## src/rtl/popcount_stream_if.sv

```systemverilog
// Stream bundle between the deserializer, the popcount block and the count sink.
// Signal directions are named from the popcount block's side.
interface popcount_stream_if #(
  parameter int unsigned DATA_BUS_WIDTH = 16
);
  localparam int unsigned CNT_WIDTH = $clog2(DATA_BUS_WIDTH + 1);

  logic [DATA_BUS_WIDTH-1:0] data_i;
  logic                      data_val_i;
  logic                      data_ready_o;
  logic [CNT_WIDTH-1:0]      cnt_o;
  logic                      cnt_val_o;
  logic                      cnt_ready_i;

  // Popcount block side
  modport slave (
    input  data_i, data_val_i, cnt_ready_i,
    output data_ready_o, cnt_o, cnt_val_o
  );

  // Word source / count sink side
  modport master (
    output data_i, data_val_i, cnt_ready_i,
    input  data_ready_o, cnt_o, cnt_val_o
  );
endinterface

```

## src/rtl/popcount_stream.sv

```systemverilog
// Streaming population counter: two-stage valid/ready pipeline.
// S1 registers 4-bit group popcounts, S2 registers their sum as the output count.
module popcount_stream #(
  parameter int unsigned DATA_BUS_WIDTH = 16
) (
  input  logic                clk_i,
  input  logic                rst_i,
  popcount_stream_if.slave    bus
);
  localparam int unsigned CNT_WIDTH = $clog2(DATA_BUS_WIDTH + 1);
  localparam int unsigned NGROUPS   = (DATA_BUS_WIDTH + 3) / 4;
  localparam int unsigned PAD_W     = NGROUPS * 4;

  logic [PAD_W-1:0]     data_pad;
  logic [2:0]           grp_d [NGROUPS];
  logic [2:0]           grp_q [NGROUPS];
  logic [CNT_WIDTH-1:0] sum_d;
  logic [CNT_WIDTH-1:0] cnt_q;
  logic                 v1_q;
  logic                 v2_q;
  logic                 adv1;
  logic                 adv2;
  logic                 in_xfer;

  // Top group is zero-padded when the width is not a multiple of four
  assign data_pad = PAD_W'(bus.data_i);

  // Pipeline advance: an empty stage always accepts, so bubbles collapse
  assign adv2    = ~v2_q | bus.cnt_ready_i;
  assign adv1    = ~v1_q | adv2;
  assign in_xfer = bus.data_val_i & adv1;

  assign bus.data_ready_o = adv1;
  assign bus.cnt_val_o    = v2_q;
  assign bus.cnt_o        = cnt_q;

  // Per-group popcount of the incoming word
  always_comb begin
    for (int unsigned g = 0; g < NGROUPS; g++) begin
      grp_d[g] = '0;
      for (int unsigned b = 0; b < 4; b++) begin
        grp_d[g] = grp_d[g] + 3'(data_pad[4*g+b]);
      end
    end
  end

  // Sum of the registered group counts; total never exceeds DATA_BUS_WIDTH
  always_comb begin
    sum_d = '0;
    for (int unsigned g = 0; g < NGROUPS; g++) begin
      sum_d = sum_d + CNT_WIDTH'(grp_q[g]);
    end
  end

  // Stage registers: S2 takes from S1 on adv2, S1 takes from the input on adv1
  always_ff @(posedge clk_i or posedge rst_i) begin
    if (rst_i) begin
      v1_q  <= 1'b0;
      v2_q  <= 1'b0;
      grp_q <= '{default: '0};
      cnt_q <= '0;
    end else begin
      if (adv2) begin
        v2_q <= v1_q;
        if (v1_q) begin
          cnt_q <= sum_d;
        end
      end
      if (adv1) begin
        v1_q <= in_xfer;
        if (in_xfer) begin
          grp_q <= grp_d;
        end
      end
    end
  end
endmodule

```

## src/flat_wrapper.sv

```systemverilog
// flat-port wrapper written by rule: the top's interface ports become plain ports
module popcount_stream_flat 
#(
  parameter int unsigned DATA_BUS_WIDTH = 16
)
  (clk_i, rst_i, bus_data_i, bus_data_val_i, bus_cnt_ready_i, bus_data_ready_o, bus_cnt_o, bus_cnt_val_o);
  popcount_stream_if #(.DATA_BUS_WIDTH(DATA_BUS_WIDTH)) bus_i ();
  input  logic clk_i;
  input  logic rst_i;
  input wire logic [$bits(bus_i.data_i)-1:0] bus_data_i;
  input wire logic [$bits(bus_i.data_val_i)-1:0] bus_data_val_i;
  input wire logic [$bits(bus_i.cnt_ready_i)-1:0] bus_cnt_ready_i;
  output wire logic [$bits(bus_i.data_ready_o)-1:0] bus_data_ready_o;
  output wire logic [$bits(bus_i.cnt_o)-1:0] bus_cnt_o;
  output wire logic [$bits(bus_i.cnt_val_o)-1:0] bus_cnt_val_o;
  assign bus_i.data_i = bus_data_i;
  assign bus_i.data_val_i = bus_data_val_i;
  assign bus_i.cnt_ready_i = bus_cnt_ready_i;
  assign bus_data_ready_o = bus_i.data_ready_o;
  assign bus_cnt_o = bus_i.cnt_o;
  assign bus_cnt_val_o = bus_i.cnt_val_o;
  popcount_stream #(.DATA_BUS_WIDTH(DATA_BUS_WIDTH)) u_core (.clk_i(clk_i), .rst_i(rst_i), .bus(bus_i));
endmodule
```

## config.mk

```make
export PLATFORM = sky130hd
export DESIGN_NAME = popcount_stream_flat
export DESIGN_NICKNAME = d
export VERILOG_FILES = /design/src/rtl/popcount_stream_if.sv /design/src/rtl/popcount_stream.sv /design/src/flat_wrapper.sv
export SDC_FILE = /design/constraint.sdc
export NUM_CORES = 1
export LEC_CHECK = 0
export ABC_AREA = 0
export CAP_MARGIN = 10
export CORE_MARGIN = 3
export CORE_UTILIZATION = 48
export DETAILED_ROUTE_END_ITERATION = 16
export GPL_TIMING_DRIVEN = 0
export MAX_ROUTING_LAYER = met4
export PLACE_DENSITY = 0.83
export REMOVE_ABC_BUFFERS = 1
export SLEW_MARGIN = 20
export SYNTH_ARGS = -nofsm -noshare
export SYNTH_HDL_FRONTEND = slang
export SYNTH_SLANG_ARGS = --single-unit
```

## constraint.sdc

```tcl
create_clock -name clk_i -period 5 [get_ports clk_i]
set_input_delay 1.5 -clock clk_i [delete_from_list [all_inputs] [get_ports clk_i]]
set_output_delay 1.5 -clock clk_i [all_outputs]
set_load 0.02 [all_outputs]
```

==> metrics.md <==
| Metric | Value |
|---|---|
| Storage element area | 475 sq um |
| CTS Sinks | 19 |
| CTS tree | built |
| H-tree depth | 1 |
| Avg Cell Area, Syn | 14.7 sq um |
| Max cap viols | 0 |
| # fillers | 180 |
| DRT iter0 DRCs | 3 |
| Fin Setup TNS | 0 ns |
| Hold slack | between 0.5 and 0.6 ns |
| Core area | 2320 sq um |
| Rows | 17 |
| CTS Buf Count | 3 |
| Outcome | completed |
| Die extent in x | between 50 and 60 microns |
| GRT Max-Usage Layer | met2 |
| Area Overhead vs Synth | 24.8% |
| Met3 usage | between 3 and 4% |
| Routed wire length per instance | between 10 and 15 microns |
| Initial antenna violation count | 0 |
| Vias in the first global route | 748 |
| Final period util | a little over four fifths |
| Setup bufs post-CTS | 0 |
| First-pass GRT wire length | between 3 and 4 mm |
| Tightest Pin Transition | roughly 0.72 ns |
| Routed Antenna Nets | 0 |
| DP Area | around 1500 sq um |
| Hold Path Class | flip-flop to flip-flop |
| Crit path kind | primary input to output pin |
| Total Wirelength | 1.88 mm |
| PortBufs | 26 |
| Routing usage on met1 | about 16% |
| Setup Viol. Count Final | 0 |
| Synth Register Bits | 19 |
| Most frequent cells in the layout | clkdlybuf4s50_1, dfrtp_1, ha_1 |
| Clock Tree Root | clkbuf_4 |
| Met2 Use GR | a little under a quarter |
| DRT Pass-1 Iters | 2 |
| Post-route DRC | 0 |
| Min cycle time layout | around 4.2 ns |
| Final HPWL DP | 1.62 mm |
| Max Clk Rate | 0.237 GHz |
| Skew-Pair Late Insertion Delay | 0.30 ns |
| Final Max Tran Viols | 0 |
| Multi-input gate area | 684 sq um |
| Worst clock skew | 0.00394 ns |
| Diodes inserted | 0 |
| Avg Vias per Cell | about 5 |
| Warnings from Yosys | 0 |
| Die ar. | approximately 3200 sq um |
| Crit end category | output pin |
| Grt ovf | 0 |
| Worst setup SP type | primary input |
| Vias | just under 700 |
| Starting Density | 52.5% |
| Peak VDD IR | roughly 0.00028 V |
| Worst-path clk slew | approximately 0.10 ns |
| Pleak | roughly 0.00076 uW |
| Commonest non-fill, non-tap cell in the layout | clkdlybuf4s50_1 |
| Bufs on Longest Clock Path | 2 |
| Post_cts resized | 0 |
| Hold bufs inserted after CTS | 0 |
| Final GP Congestion | 0.800 |
| Arrival @ worst endpoint | approximately 2.7 ns |
| Post-synthesis sequential area ratio | between 30% and 40% |
| Die height | about 56 microns |
| Final net count | approximately 160 |
| Synth cell types | 17 |
| Mapped Cells | 83 |
| Synthesized area | 1220 sq um |
| I/O pins | 27 |
| Slew headroom | roughly half |
| Pin count of the biggest net entering global routing | 20 |
| RSZ-0062 raised after global routing | false |
| Share of cells above drive strength 1 | a little under a fifth |
| Pwr/cell area | between 400 and 500 nW/um^2 |
| Req. time, crit path | 3.50 ns |
| Design Area, Final | approximately 1500 sq um |
| Gr usage total | ~14% |
| Final hold vios | 0 |
| CP Max Fanout | 3 |
## worst max-delay path, cell delays in order
cell             delay (ns)
clkdlybuf4s50_1        0.47
nand3b_4               0.15
clkdlybuf4s50_1        0.61
## synth_stat cells (all sizes together)
cell type   n  area [sq um]
a21o        3          22.5
a21oi       2          10.0
a31oi       1          6.26
buf         1          20.0
dfrtp      19           475
fa          9           180
ha         14           175
inv        10          37.5
mux2       16           218
nand2       2          15.0
nand2b      2          12.5
nand3b      1          20.0
or2b        1          7.51
xnor2       1          8.76
xor2        1          8.76
## where the power goes
group,switching (uW),internal (uW)
logic,141,178
clock network,46.8,31.1
registers,26.7,196
## cells by family after synthesis
family                   share of synthesized area [%]
flip-flops                                        39.1
AND/OR/NAND/NOR                                   4.52
adder cells (fa/ha/maj)                           29.2
multiplexers                                      17.9
AO/OA/AOI/OAI                                     3.19
XOR/XNOR                                          1.44
buffers and inverters                             4.73
## sequential cells by signal, summed over array words and instances (netlist names)
register and cells:
u_core.grp_q 12, u_core.bus.cnt_o 5, u_core.v1_q 1, u_core.bus.cnt_val_o 1
## per-stage QoR
step           instances  setup WS (ns)  total power (uW)  util, %
2_1_floorplan         82           1.81               444        -
3_3_place_gp         136          0.772               536     64.4
3_5_place_dp         136          0.767               553     64.4
4_1_cts              140          0.767               633     65.5
5_1_grt              140          0.734               685     65.5
6_report             140          0.774               619     65.5
## per-layer routing
| metal | routed length [microns] | vias to the layer above | share of wire (%) |
|---|---|---|---|
| met2 | 1020 | 18 | 54 |
| met3 | 94 | 2 | 5.0 |
| li1 | - | 335 | - |
| met5 | 0 | - | 0 |
| met4 | 32 | 0 | 1.7 |
| met1 | 735 | 339 | 39 |
## layout make-up
type	count	share of cell area [%]
tap	28	2.31
sequential	19	31.3
timing repair buffer	26	17.1
multi-input combinational	53	45.1
inverter	10	2.47
clock buffer	4	1.73
## worst paths after layout
path / start / to / slack (ns) / depth (start not counted)
max reg2reg: u_core.grp_q[6] / u_core.bus.cnt_o[3] / 2.19 / 9
min reg2reg: u_core.bus.cnt_o[2] / u_core.bus.cnt_o[2] / 0.51 / 1
min: u_core.bus.cnt_o[2] / u_core.bus.cnt_o[2] / 0.51 / 1
max: bus_cnt_ready_i / bus_data_ready_o / 0.77 / 3
max in group asynchronous: rst_i / u_core.grp_q[3] / 2.94 / 2
min in group asynchronous: rst_i / u_core.bus.cnt_val_o / 1.60 / 2
Power figures use the tool's default switching activity.
